**src/rtl/velmcollector_jump_pkg.sv**
```systemverilog
// Shared vector-unit definitions: collector FSM states, element order and count sizing.
package velmcollector_jump_pkg;

    typedef enum logic {FILL = 1'b0, HOLD = 1'b1} state_t;

    // Element order within a two-element beat.
    localparam int OLD = 0;
    localparam int NEW = 1;

    function automatic int cnt_width(input int lanes);
        return $clog2(lanes + 1);
    endfunction

endpackage

```
**src/rtl/velmcollector_shiftreg.sv**
```systemverilog
// Lane shift register: each lane holds {fill, mask, data}; shifts 1 or 2 lanes left or right.
// Clear drops mask and fill flags but leaves data in place.
module velmcollector_shiftreg #(
    parameter int NUMLANES = 4,
    parameter int WIDTH    = 32
) (
    input  logic                      clk,
    input  logic                      resetn,
    input  logic                      shift,
    input  logic                      jump,
    input  logic                      left,
    input  logic                      clear,
    input  logic [WIDTH-1:0]          e0_dat,
    input  logic [WIDTH-1:0]          e1_dat,
    input  logic                      e0_sq,
    input  logic                      e1_sq,
    output logic [NUMLANES*WIDTH-1:0] lane_dat,
    output logic [NUMLANES-1:0]       lane_mask
);

    localparam int LW = WIDTH + 2;
    localparam int RW = NUMLANES * LW;

    logic [RW-1:0] r;
    logic [RW-1:0] r_nxt;
    logic [RW-1:0] keep;
    logic [LW-1:0] e0;
    logic [LW-1:0] e1;

    assign e0 = {1'b1, ~e0_sq, e0_dat};
    assign e1 = {1'b1, ~e1_sq, e1_dat};

    always_comb begin
        keep = '0;
        for (int i = 0; i < NUMLANES; i++) begin
            keep[i*LW +: LW] = {2'b00, {WIDTH{1'b1}}};
        end
    end

    // Left entries land at lane 0 (newest lowest); right entries land at the top lane.
    always_comb begin
        r_nxt = r;
        if (shift) begin
            case ({left, jump})
                2'b10:   r_nxt = (r << LW) | RW'(e0);
                2'b11:   r_nxt = (r << (2*LW)) | RW'({e0, e1});
                2'b00:   r_nxt = (r >> LW) | (RW'(e0) << ((NUMLANES-1)*LW));
                default: r_nxt = (r >> (2*LW)) | (RW'({e1, e0}) << ((NUMLANES-2)*LW));
            endcase
        end else if (clear) begin
            r_nxt = r & keep;
        end
    end

    always_ff @(posedge clk or negedge resetn) begin
        if (!resetn) begin
            r <= '0;
        end else begin
            r <= r_nxt;
        end
    end

    always_comb begin
        lane_dat  = '0;
        lane_mask = '0;
        for (int i = 0; i < NUMLANES; i++) begin
            lane_dat[i*WIDTH +: WIDTH] = r[i*LW +: WIDTH];
            lane_mask[i]               = r[i*LW + WIDTH] & r[i*LW + WIDTH + 1];
        end
    end

endmodule

```
**src/rtl/velmcollector_jump.sv**
```systemverilog
// Collects 1- or 2-element beats into a lane vector and presents it on a valid/ready port.
// Output valid one cycle after the completing beat; input stalls for the whole HOLD state.
module velmcollector_jump
    import velmcollector_jump_pkg::*;
#(
    parameter int NUMLANES = 4,
    parameter int WIDTH    = 32
) (
    input  logic                              clk,
    input  logic                              resetn,
    input  logic                              in_valid,
    output logic                              in_ready,
    input  logic                              in_jump,
    input  logic                              in_dir_left,
    input  logic [1:0]                        in_squash,
    input  logic                              in_last,
    input  logic [2*WIDTH-1:0]                in_data,
    output logic                              out_valid,
    input  logic                              out_ready,
    output logic [NUMLANES*WIDTH-1:0]         out_data,
    output logic [NUMLANES-1:0]               out_mask,
    output logic [cnt_width(NUMLANES)-1:0]    out_count
);

    localparam int CW  = cnt_width(NUMLANES);
    localparam int CW1 = CW + 1;

    state_t         state, state_nxt;
    logic [CW-1:0]  count, count_nxt;
    logic           dir, dir_nxt;
    logic [CW1-1:0] sum;
    logic           dir_use;
    logic           shift;
    logic           clear;

    assign sum     = CW1'(count) + CW1'(in_jump) + CW1'(1);
    assign dir_use = (count == '0) ? in_dir_left : dir;

    always_comb begin
        state_nxt = state;
        count_nxt = count;
        dir_nxt   = dir;
        in_ready  = 1'b0;
        shift     = 1'b0;
        clear     = 1'b0;
        case (state)
            FILL: begin
                in_ready = (sum <= CW1'(NUMLANES));
                if (in_valid && in_ready) begin
                    shift     = 1'b1;
                    dir_nxt   = dir_use;
                    count_nxt = sum[CW-1:0];
                    if (sum == CW1'(NUMLANES) || in_last) begin
                        state_nxt = HOLD;
                    end
                end else if (in_valid && in_jump && count == CW'(NUMLANES-1)) begin
                    // A pair that cannot fit flushes the partial vector and waits.
                    state_nxt = HOLD;
                end
            end
            default: begin
                if (out_ready) begin
                    state_nxt = FILL;
                    count_nxt = '0;
                    clear     = 1'b1;
                end
            end
        endcase
    end

    always_ff @(posedge clk or negedge resetn) begin
        if (!resetn) begin
            state <= FILL;
            count <= '0;
            dir   <= 1'b1;
        end else begin
            state <= state_nxt;
            count <= count_nxt;
            dir   <= dir_nxt;
        end
    end

    velmcollector_shiftreg #(
        .NUMLANES (NUMLANES),
        .WIDTH    (WIDTH)
    ) u_shiftreg (
        .clk       (clk),
        .resetn    (resetn),
        .shift     (shift),
        .jump      (in_jump),
        .left      (dir_use),
        .clear     (clear),
        .e0_dat    (in_data[OLD*WIDTH +: WIDTH]),
        .e1_dat    (in_data[NEW*WIDTH +: WIDTH]),
        .e0_sq     (in_squash[OLD]),
        .e1_sq     (in_squash[NEW]),
        .lane_dat  (out_data),
        .lane_mask (out_mask)
    );

    assign out_valid = (state == HOLD);
    assign out_count = count;

endmodule

```
**config.mk**
```make
export PLATFORM = sky130hd
export DESIGN_NAME = velmcollector_jump
export DESIGN_NICKNAME = d
export VERILOG_FILES = /design/src/rtl/velmcollector_jump_pkg.sv /design/src/rtl/velmcollector_shiftreg.sv /design/src/rtl/velmcollector_jump.sv
export SDC_FILE = /design/constraint.sdc
export NUM_CORES = 1
export LEC_CHECK = 0
export ABC_CLOCK_PERIOD_IN_PS = 2600
export BUFFER_PORTS_ARGS = -buffer_cell sky130_fd_sc_hd__buf_4
export CORE_MARGIN = 2
export CORE_UTILIZATION = 50
export CTS_CLUSTER_DIAMETER = 100
export DETAILED_ROUTE_END_ITERATION = 6
export HOLD_SLACK_MARGIN = 0.06
export PLACE_DENSITY_LB_ADDON = 0.15
export REMOVE_ABC_BUFFERS = 1
export SKIP_LAST_GASP = 1
export SYNTH_ARGS = -nofsm -noshare
export SYNTH_HDL_FRONTEND = slang
export SYNTH_SLANG_ARGS = --single-unit
```
**constraint.sdc**
```tcl
create_clock -name clk -period 2.6 [get_ports clk]
set_input_delay 0.13 -clock clk [delete_from_list [all_inputs] [get_ports clk]]
set_output_delay 0.13 -clock clk [all_outputs]
set_load 0.03 [all_outputs]
```
### Word level (Yosys, flattened, before mapping)

Cells that the tools add are included.

* word-level logic and storage cells: 51
* input port bits: 73
* flip-flop bits (word level): 141
* output and inout bits: 137

* muxes and demuxes: 17
* order comparisons: 1
* bitwise operators: 11
* reductions and logical operators: 10
* add/subtract/negate cells: 2
* equal/unequal tests: 5

Operators by type and width (count)
* 136-bit one-hot mux with 3 select lines: 1
* 136-bit two-way mux: 2
* 102-bit by 136-bit bitwise OR with 136-bit output: 1
* 136-bit by 34-bit bitwise OR with 136-bit output: 1
* 136-bit by 68-bit bitwise OR with 136-bit output: 1
* 68-bit by 136-bit bitwise OR with 136-bit output: 1
* 1-bit two-way mux: 11
* 3-bit two-way mux: 3
* 3-bit by 1-bit adder with 4-bit output: 1
* 4-bit by 1-bit adder with 4-bit output (second input constant): 1
* 1-bit bitwise AND: 4
* 2-bit equality test (second input constant): 2
* 4-bit by 3-bit equality test with 1-bit output (second input constant): 1
* 4-bit by 3-bit less-or-equal comparator with 1-bit output (second input constant): 1
* 2-bit AND reduction: 2
* 2-bit nonzero test: 2
* 3-bit by 2-bit equality test with 1-bit output (second input constant): 1
* 1-bit logical AND: 3
* 3-bit logical NOT: 1
* 1-bit NOT: 3
* 2-bit logical NOT: 1
* 2-bit inequality test (second input constant): 1
* 1-bit logical OR: 1

### Logic depth before layout (Yosys ltp)

* depth in word-level cells: 7
* mapped depth: 12
* gate-level depth less buffers: 8

### Hierarchy

A second synthesis with hierarchy kept.

* cell total of the unflattened synthesis: 876
* area, all modules: 9609.2 sq um

By module, submodules not included
* velmcollector_shiftreg: seq. area each 3403.3 sq um, area each 9191.3 sq um, cells an instance 828, instances 1
* velmcollector_jump: seq. area each 126.4 sq um, area each 417.9 sq um, cells an instance 48, instances 1

### Worst setup path after synthesis

No wires, ideal clock.

* kind: input to register
* start point: in in_jump
* end point: reg u_shiftreg.r[69]
* data required time: 2.475 ns
* setup slack: -0.528 ns
* data arrival time: 3.004 ns
* setup time: 0.125 ns
* stages on the path: 12
* buffers on the path: 4
* cell sequence: clkinv_1 -> clkbuf_1 -> buf_1 -> ha_1 -> inv_1 -> ha_1 -> nand2b_1 -> a22o_1 -> nor3b_1 -> clkbuf_1 -> buf_2 -> mux2_2

* cells in the longest elaborated chain, start to end: 7
* elaborated cells on any way between the ends: 11
* classes of those cells: 2 x add/sub; 1 x order compare; 2 x eq/ne; 4 x mux; 2 x reduce/logical

Ends and longest elaborated chain
* from (decl): RTL line velmcollector_jump.sv:13 `input logic in_jump,`
* 3-bit by 1-bit adder with 4-bit output: RTL line velmcollector_jump.sv:36 `assign sum = CW1'(count) + CW1'(in_jump) + CW1'(1);`
* 4-bit by 1-bit adder with 4-bit output: RTL line velmcollector_jump.sv:36
* 4-bit by 3-bit less-or-equal comparator with 1-bit output: RTL line velmcollector_jump.sv:48 `in_ready = (sum <= CW1'(NUMLANES));`
* 1-bit logical AND: RTL line velmcollector_jump.sv:49 `if (in_valid && in_ready) begin`
* 1-bit two-way mux: RTL line velmcollector_jump.sv:49
* 1-bit two-way mux: RTL line velmcollector_jump.sv:46 `case (state)`
* 136-bit two-way mux: RTL line velmcollector_shiftreg.sv:43 `if (shift) begin`
* to (signal assigned): RTL line velmcollector_shiftreg.sv:59 `r <= r_nxt;`
* to (decl): RTL line velmcollector_shiftreg.sv:24 `logic [RW-1:0] r;`

Several ways; a longest one is shown, not always the timed one.
A chain may end at the register's enable or synchronous reset.

### Final worst setup path

* start point: reg count[0], in the netlist out_count[0]
* end point: reg u_shiftreg.r[11]

* cells in the longest elaborated chain, start to end: 7
* elaborated cells on any way between the ends: 13
* classes of those cells: 2 x add/sub; 1 x order compare; 2 x eq/ne; 5 x mux; 3 x reduce/logical

Ends and longest elaborated chain
* from (decl): RTL line velmcollector_jump.sv:29 `logic [CW-1:0] count, count_nxt;`
* from (signal assigned): RTL line velmcollector_jump.sv:78 `count <= count_nxt;`
* 3-bit by 1-bit adder with 4-bit output: RTL line velmcollector_jump.sv:36
* 4-bit by 1-bit adder with 4-bit output: RTL line velmcollector_jump.sv:36
* 4-bit by 3-bit less-or-equal comparator with 1-bit output: RTL line velmcollector_jump.sv:48
* 1-bit logical AND: RTL line velmcollector_jump.sv:49
* 1-bit two-way mux: RTL line velmcollector_jump.sv:49
* 1-bit two-way mux: RTL line velmcollector_jump.sv:46
* 136-bit two-way mux: RTL line velmcollector_shiftreg.sv:43

Several ways; a longest one is shown, not always the timed one.

==> results.yml <==
yosys:
  synth_top_area_cell: "dfrtp_1"
  ys_warn_count: 0
  synth_edf_count: 0
  synth_seq_cells: 141
  synth_cell_types: 31
  synth_top_cell_area_share: 0.3635
  async_reset_ff_frac: 1.000
  synth_xor_area_frac: 0
  syn_avg_cell_area_um2: 14.94
  syn_inst: 645
  synthAdderAreaFrac: 0.002597
  synth-simple-area-share: 0.01714
  yosysMostFrequentCell: "buf_4"
  synth_compound_area_frac: 0.009478
  synth_top_family_by_area: "multiplexers"
  synthMuxAreaShare: 0.4755
  netlist_area_um2: 9637
  ys_seq_area_frac: 0.3663
  ys.flop_type: "dfrtp_1"
  synth.cells.most_frequent: "143 x buf_4, 140 x dfrtp_1, 134 x mux2_2"
  yosys-top-cells-area: "dfrtp_1 36%, mux4_2 31%, mux2_2 16%"
finish:
  fill_cells: 1424
  fin_nets: 798
  layout-drive-gt1-share: 0.7255
  multi_input_area_um2: 4892
  regArea_um2: 3530
  final_area_um2: 11320
  area_delta_synth_final_pct: 17.49
  fin_util: 0.6013
  final_cells: 996
  antenna_cells: 0
power:
  ir_drop_v: 0.0007698
  sw_frac_of_total: 0.4083
  pwr_density_cell_nw_per_um2: 1608
  power_frac_clock: 0.146
  seq_power_share: 0.258
  p_int_uw: 10770
  comb_power_share: 0.596
  cellLeakagePower_uw: 0.004745
  power.switching_uw: 7432
floorplanning:
  die_width_um: 142.8
  start_util: 0.5118
  die_h_um: 142.8
  core_um2: 18830
  ios: 210
  die_area_um2: 20400
  rows: 50
timing:
  fin_ws_ps: 156.0
  finClkSkew_ps: 8.085
  slew_headroom: 0.5180
  hold_viol: 0
  tightestPinTransition_ps: 723.0
  setup_violations: 0
  period_share: 0.9400
  rsz0062_at_grt: "no"
  drv_slew: 0
  layout_min_cycle_time_ps: 2444
  fin_setup_tns_ps: 0
  fmaxAchievable_ghz: 0.4092
setup_path:
  crit_top_cell: "inv_1"
  cp.required_ps: 2910
  critPathMaxFanout: 33
  crit_family: "buffers and inverters"
  crit_arrival_ps: 2750
  cp_slowest_cell: "mux2_2"
  crit_path_start_kind: "flop"
  end_kind: "flop"
  worstSetupPathType: "flop to flop"
  crit_path_cell_trace: "inv_1, ha_1, inv_1, ha_2, nand2b_1, a22o_1, nor3b_2, buf_4, buf_12, mux2_2"
  crit_buf_inv: 4
  slowest_delay_ps: 370
hold_path:
  min_path_type: "input pin to flop"
clocking:
  cts.path.max_buffers: 2
  clock_sinks: 141
  numCtsBuffers: 17
  tritoncts: "done"
  clk-insertion-delay-late_ps: 420
  htreeDepth: 4
  clk_pin_slew_ps: 60
  cts-root-buf: "clkbuf_16"
grt:
  track_usage: 0.2198
  grt_overflow: 0
  grt_pass1_vias: 6379
  grt_pass1_wl_um: 34440
  grt_max_degree: 74
  antenna_found_initial: 0
detailed_routing:
  drt-vias-per-instance: 5.888
  drt_iter0_markers: 250
  wire_per_inst_um: 21.63
  vias: 5864
  wl_um: 21540
  drc: 0
  ant_nets: 0
  first_pass_iters: 4
placement:
  hpwlAfterDp_um: 14340
  place_inst: 959
  pre_cts_slack_ps: 82.37
  gp_congestion: 0.7846
  placed_area_um2: 10610
  port_buffers: 209
status:
  status: "finished, final reports clean"
run:
  max_cap_viol_count: 0
## area by class of cell
cell class | count | share of cell area
multi-input cells | 322 | 0.4321
flip-flops and latches | 141 | 0.3117
repair buffers | 233 | 0.1678
clock buffers | 22 | 0.04277
well taps | 260 | 0.02873
clock inverters | 10 | 0.01403
inverters | 8 | 0.002873
## final timing paths
path,from,end,slack (ps),cells past startpoint
max,out_count[0],u_shiftreg.r[11],160,10
min,in_squash[1],u_shiftreg.r[32],120,3
max reg2reg,out_count[0],u_shiftreg.r[11],160,10
min reg2reg,u_shiftreg.r[6],u_shiftreg.r[6],560,1
max in group asynchronous,resetn,u_shiftreg.r[24],1550,3
min in group asynchronous,resetn,u_shiftreg.r[133],310,2
## cells in the final DEF, fill, tap and decap left out, types with 2 or more instances in the layout
cell	Yosys	layout
buf_4	143	217
nand2_1	12	12
dfrtp_1	140	140
bufinv_16	0	4
buf_12	0	9
mux2i_1	10	9
clkbuf_16	0	17
clkinvlp_4	0	2
nor2_1	4	4
mux2_2	134	133
clkinv_2	0	3
a211oi_1	2	2
a21oi_1	4	4
clkbuf_8	0	4
and2_1	4	4
mux4_2	132	132
inv_1	7	7
buf_6	1	2
dlygate4sd3_1	0	4
nand2b_1	3	3
nor2b_1	4	4
## layer usage
metal	track usage	routed length, um	vias to the layer above
met5	0	0	-
met4	0.05993	310	0
met2	0.3629	11060	174
li1	-	-	2522
met1	0.2873	8792	3139
met3	0.06338	1385	29
## registers in the layout, indices dropped and copies added (netlist names)
| signal | count |
|---|---|
| u_shiftreg.r | 136 |
| dir | 1 |
| out_valid | 1 |
| out_count | 3 |
## per-stage QoR
step	hold slack (ps)	power [uW]
2_1_floorplan	-165.6	10750
3_3_place_gp	207.8	15280
3_5_place_dp	216.4	15580
4_1_cts	106.0	18340
5_1_grt	118.8	19250
6_report	121.5	18200
## cells by family (layout without fill, tap and decap cells)
| group | count (synthesis) | in the layout |
|---|---|---|
| muxes | 276 | 276 |
| buffers and inverters | 182 | 273 |
| DFF | 141 | 141 |
| and+or+nand+nor | 31 | 31 |
| AOI/OAI and AO/OA | 13 | 13 |
| adders and majority gates | 2 | 2 |
## worst register-to-register path, cell delays in order (launching register included)
cell and delay, ps:
dfrtp_1 350, inv_1 40, ha_1 180, inv_1 60, ha_2 260, nand2b_1 180
a22o_1 210, nor3b_2 250, buf_4 190, buf_12 210, mux2_2 400
## what timing repair did
action,in CTS,in global routing
hold buffers,4,1
setup buffers,0,1
endpoints found under the setup margin,0,73
endpoints found under the hold margin,71,1
resized for setup,0,4
## power groups by stage
stage	clock network [uW]	registers (uW)	logic [uW]
after floorplan	0	6390	4360
after global placement	0	4570	10700
after detailed placement	0	4690	10900
after CTS	2720	4670	10900
after global routing	2820	4900	11500
final	2660	4690	10900
No activity file was read; power rests on OpenSTA's default activity.
